**src/rtl/serial_subtractor.sv**
```systemverilog
// Bit-serial WIDTH-bit subtractor D = A - B - Bin, LSB first, one full-subtractor cell.
// Define SERIAL_SUB_OVF_EN to register signed overflow on ovf; otherwise ovf is tied to 0.
module serial_subtractor #(
  parameter int WIDTH = 8
) (
  input  logic             clk,
  input  logic             rst_n,
  input  logic             start,
  input  logic [WIDTH-1:0] A,
  input  logic [WIDTH-1:0] B,
  input  logic             Bin,
  output logic             busy,
  output logic             done,
  output logic [WIDTH-1:0] D,
  output logic             Bout,
  output logic             ovf
);

  localparam int CW = $clog2(WIDTH);
  localparam logic [CW-1:0] CNT_LAST = CW'(WIDTH - 1);

  typedef enum logic [1:0] {
    S_IDLE  = 2'd0,
    S_SHIFT = 2'd1,
    S_DONE  = 2'd2
  } state_t;

  state_t           state_q;
  logic [WIDTH-1:0] a_q;
  logic [WIDTH-1:0] b_q;
  logic [WIDTH-1:0] r_q;
  logic             br_q;
  logic [CW-1:0]    cnt_q;
  logic             busy_q;
  logic             done_q;
  logic [WIDTH-1:0] d_q;
  logic             bout_q;
`ifdef SERIAL_SUB_OVF_EN
  logic             ovf_q;
`endif

  logic             diff_bit_d;
  logic             br_d;
  logic [WIDTH-1:0] r_d;

  // Full-subtractor cell on the current LSBs plus the result shifted with the new bit at the MSB.
  always_comb begin
    diff_bit_d = a_q[0] ^ b_q[0] ^ br_q;
    br_d       = (~a_q[0] & b_q[0]) | (~(a_q[0] ^ b_q[0]) & br_q);
    r_d        = WIDTH'({diff_bit_d, r_q} >> 1);
  end

  // Control FSM, datapath registers and registered outputs.
  always_ff @(posedge clk or negedge rst_n) begin
    if (!rst_n) begin
      state_q <= S_IDLE;
      a_q     <= '0;
      b_q     <= '0;
      r_q     <= '0;
      br_q    <= 1'b0;
      cnt_q   <= '0;
      busy_q  <= 1'b0;
      done_q  <= 1'b0;
      d_q     <= '0;
      bout_q  <= 1'b0;
`ifdef SERIAL_SUB_OVF_EN
      ovf_q   <= 1'b0;
`endif
    end else begin
      case (state_q)
        // DONE always leaves after one cycle; a start seen on that exit edge is
        // taken directly so back-to-back results arrive every WIDTH+1 cycles.
        S_IDLE, S_DONE: begin
          done_q <= 1'b0;
          if (start) begin
            state_q <= S_SHIFT;
            a_q     <= A;
            b_q     <= B;
            r_q     <= '0;
            br_q    <= Bin;
            cnt_q   <= '0;
            busy_q  <= 1'b1;
          end else begin
            state_q <= S_IDLE;
            busy_q  <= 1'b0;
          end
        end
        S_SHIFT: begin
          a_q   <= a_q >> 1;
          b_q   <= b_q >> 1;
          r_q   <= r_d;
          br_q  <= br_d;
          cnt_q <= cnt_q + CW'(1);
          if (cnt_q == CNT_LAST) begin
            state_q <= S_DONE;
            busy_q  <= 1'b0;
            done_q  <= 1'b1;
            d_q     <= r_d;
            bout_q  <= br_d;
`ifdef SERIAL_SUB_OVF_EN
            // br_q still holds the borrow into the MSB here.
            ovf_q   <= br_q ^ br_d;
`endif
          end else begin
            state_q <= S_SHIFT;
            busy_q  <= 1'b1;
            done_q  <= 1'b0;
          end
        end
        default: begin
          state_q <= S_IDLE;
          busy_q  <= 1'b0;
          done_q  <= 1'b0;
        end
      endcase
    end
  end

  assign busy = busy_q;
  assign done = done_q;
  assign D    = d_q;
  assign Bout = bout_q;
`ifdef SERIAL_SUB_OVF_EN
  assign ovf  = ovf_q;
`else
  assign ovf  = 1'b0;
`endif

endmodule

```
**config.mk**
```make
export PLATFORM = sky130hd
export DESIGN_NAME = serial_subtractor
export DESIGN_NICKNAME = d
export VERILOG_FILES = /design/src/rtl/serial_subtractor.sv
export SDC_FILE = /design/constraint.sdc
export NUM_CORES = 1
export LEC_CHECK = 0
export ABC_AREA = 1
export CORE_MARGIN = 1.5
export CORE_UTILIZATION = 52
export DETAILED_ROUTE_END_ITERATION = 8
export PLACE_DENSITY = 0.79
export SLEW_MARGIN = 20
export SYNTH_ARGS = -nofsm -noshare
export SYNTH_HDL_FRONTEND = slang
export SYNTH_SLANG_ARGS = --single-unit
```
**constraint.sdc**
```tcl
create_clock -name clk -period 1.4 [get_ports clk]
set_clock_uncertainty 0.05 [all_clocks]
set_input_delay 0.35 -clock clk [delete_from_list [all_inputs] [get_ports clk]]
set_output_delay 0.35 -clock clk [all_outputs]
set_load 0.1 [all_outputs]
```
==> reports/qor_table.md <==
| Quantity | Value |
| --- | --- |
| Classification of the worst setup path | reg -> out |
| P_int | 0.003628 W |
| Most frequent cells after synthesis | sky130_fd_sc_hd__nand2_1 (72), sky130_fd_sc_hd__inv_1 (41), sky130_fd_sc_hd__dfrtp_1 (38) |
| Top cells by area in the synthesized netlist | sky130_fd_sc_hd__dfrtp_1 (52%), sky130_fd_sc_hd__nand2_1 (15%), sky130_fd_sc_hd__inv_1 (8.3%) |
| Violated checks | negative setup slack |
| DRT Wirelength | 3.690 mm |
| End-of-flow core utilization | 74.59% |
| DIE AREA | 3913 sq um |
| Die Span X | 62.56 um |
| Post-layout power | 0.006874 W |
| Cell family with the largest share of critical-path delay | flip-flops |
| Result of the run | complete, but fails checks |
| Register-to-Register Setup Slack | 0.04 ns |
| Number of global-route vias before repair | 1,361 |
| Clk network pwr share | 10.5% |
| Fin crit period | 1.416 ns |
| Syn_nets | 245 |
| Worst R2R End | a_q[0]$_DFFE_PN0P_ |
| Delay of the slowest cell on the worst path | 0.51 ns |
| Clock Sink Count | 38 |
| Critical path launch point | done$_DFF_PN0_ |
| Initial Util | 54.84% |
| Combined global-route utilization of all metal layers | 19.38% |
| Number of antenna violations at the first check in global routing | 0 |
| Buffers on Ports | 30 |
| Final cell count without fillers | 309 |
| Gate count after technology mapping | 222 |
| Num rows | 21 |
| Met2 Wirelength | 1.775 mm |
| Aggregate global routing overflow | 0 |
| Crit Reg-Reg Startpoint | state_q[0]$_DFF_PN0_ |
| Wire length of the first global-routing pass | 5.989 mm |
| Share of flip-flops with an asynchronous set or reset | 100.0% |
| Pwr per Cell Area | 2740 nW/um^2 |
| Number of stages on the worst setup path | 1 |
| Detailed placement HPWL | 2.440 mm |
| Antenna-violating nets left | 0 |
| Final layout net count | 285 |
| Maximum fanout along the worst path | 2 |
| Crit start category | flop |
| Buffers and inverters on the worst path | 1 |
| Wire length the detailed router placed on met1 | 1.680 mm |
| Worst setup slack after layout | -0.01606 ns |
| Via Count | 1,460 |
| Maximum number of pins on one net before global-route repair | 29 |
| Crit share post-route | 101.1% |
| P&R area growth vs syn | 36.02% |
| Tightest hold margin | 0.3539 ns |
| Comb power frac | 60.7% |
| Seq cells post-synth | 38 |
| Share of cells above drive strength 1 | 18.25% |
| Last weighted congestion value of the routability-driven placer | 0.7572 |
| Hold violation total from the final report | 0 |
| Antenna diode count | 0 |
| Die H | 62.56 um |
| Sum Neg Setup Slack | -0.02603 ns |
| Number of DRC violations after detailed routing | 0 |
| TritonCTS clock tree | yes |
| Top-area cell type share of the netlist area | 51.56% |
| Met3 layer wire length in the routed design | 178 um |
| Required time at the endpoint of the critical path | 1.00 ns |
| Number of buffers created by CTS | 5 |
| Number of flops mapped to enable cells by yosys | 0 |
| Core ar. | 3363 sq um |
| Crit path arrival time | 1.02 ns |
| Cell Count Post-Placement | 297 |
| Pins over their slew limit | 0 |
| Count of unique library cells instantiated by Yosys | 20 |
| Clock latency on the worst-skew pair | 0.34 ns |
| Switch Pwr | 0.003247 W |
| Master of the slowest instance on the critical path | sky130_fd_sc_hd__dfrtp_4 |
| CP Capture Type | output pin |
| Highest layer used for signal routing | met4 |
| Per-cell routed wire length | 11.94 um |
| Root cell of the clock tree | sky130_fd_sc_hd__clkbuf_4 |
| Leakage power summed over all cells | 1.324 nW |
| Max Fclk | 0.7062 GHz |
| Cell with the most instances after synthesis | sky130_fd_sc_hd__nand2_1 |
| CTS H-tree depth | 2 |
| Part of the Yosys area used for sequential elements | 51.56% |
| Maximum capacitance violations | 0 |
| CP Cell Sequence | buf_12 |
| Buffers from clock root to sink, at most | 2 |
| Peak VDD IR | 1.673 mV |
| DR iter-0 viols | 88 |
| Post-Syn Area per Cell | 8.308 sq um |
| Cell area after technology mapping | 1844 sq um |
| Via density per instance | 4.725 |
| Number of setup violations in the final report | 2 |
| Clock transition time at the flip-flop clock pins of the worst setup and hold paths | 0.11 ns |
| Most used flip-flop cell after synthesis | sky130_fd_sc_hd__dfrtp_1 |
| Net Sw Frac | 47.23% |
| Number of warning messages in the yosys log | 0 |
| Number of iterations in the first detailed-routing pass | 4 |
| Portion of total power attributed to sequential cells | 28.8% |
| Cell count of the worst reg-to-reg path | 7 |
| Tightest Hold Check Type | in -> async |
| Capture point of the critical path | done |
| Post-synthesis cell type with the largest combined area | sky130_fd_sc_hd__dfrtp_1 |
| RSZ-0062 raised after global routing | true |
| Number of top-level pins | 32 |
## flip-flops by register name, indices dropped and copies added (netlist names)
register  count
b_q           8
Bout          1
a_q           8
D             8
state_q       1
r_q           7
br_q          1
cnt_q         3
done          1
## cell type report
type	count	area (sq um)
sequential	38	958.4
fill	242	854.6
multi-input combinational	130	661.9
timing repair buffer	43	580.6
inverter	44	175.2
tap	46	57.56
clock buffer	7	45.04
clock inverter	1	30.03
## kinds of logic after synthesis
logic type,Yosys count,share of synthesized area (%)
and+or+nand+nor,107,25.51
buffers and inverters,54,13.50
DFF,38,51.56
AOI/OAI and AO/OA,19,6.784
adders and majority gates,3,2.442
other,1,0.2033
## power groups by stage
| stage | sequential [W] | combinational, W | clock [W] |
|---|---|---|---|
| after floorplan | 0.00291 | 0.00180 | 0 |
| after global placement | 0.00201 | 0.00384 | 0 |
| after detailed placement | 0.00202 | 0.00391 | 0 |
| after CTS | 0.00198 | 0.00399 | 0.000746 |
| after global routing | 0.00205 | 0.00452 | 0.000796 |
| final | 0.00198 | 0.00417 | 0.000724 |
## layer usage
layer	GRT usage (%)	vias up
met5	0	-
met4	6.667	0
met3	4.685	7
met2	28.76	35
met1	27.97	671
li1	-	747
## worst min path at each step
stage,slack (ns),cells past startpoint,end,start
3_5_place_dp,0.19,1,D[1]$_DFFE_PN0P_,rst_n
3_3_place_gp,0.19,1,D[0]$_DFFE_PN0P_,rst_n
4_1_cts,0.34,2,b_q[2]$_DFFE_PN0P_,rst_n
2_1_floorplan,0.004,0,Bout$_DFFE_PN0P_,rst_n
6_report,0.35,2,b_q[2]$_DFFE_PN0P_,rst_n
5_1_grt,0.35,2,b_q[2]$_DFFE_PN0P_,rst_n
## placed cells by master (no fill, tap or decap), drive strengths merged
master	instances
a21oi	1
buf	23
bufinv	1
clkbuf	8
clkdlybuf4s50	18
conb	1
dfrtp	38
dlygate4sd3	1
fa	1
ha	2
inv	44
nand2	76
nand3	29
nor2	2
o21ai	18
## through the flow
step	instance area, sq um	setup slack [ns]
6_report	2509	-0.01606
5_1_grt	2509	-0.06469
4_1_cts	2454	-0.03044
3_5_place_dp	2354	-0.04275
3_3_place_gp	2354	-0.02788
2_1_floorplan	1862	-0.06351
## timing repair
| action | 4_1_cts | 5_1_grt |
|---|---|---|
| setup endpoints to repair | 2 | 10 |
| cloned | 0 | 1 |
| setup buffers | 2 | 0 |
| endpoints found under the hold margin | 10 | 0 |
| resized for setup | 0 | 7 |
| pin swaps | 0 | 1 |
| hold buffers | 1 | 0 |
(Power assumes the default switching activity.)
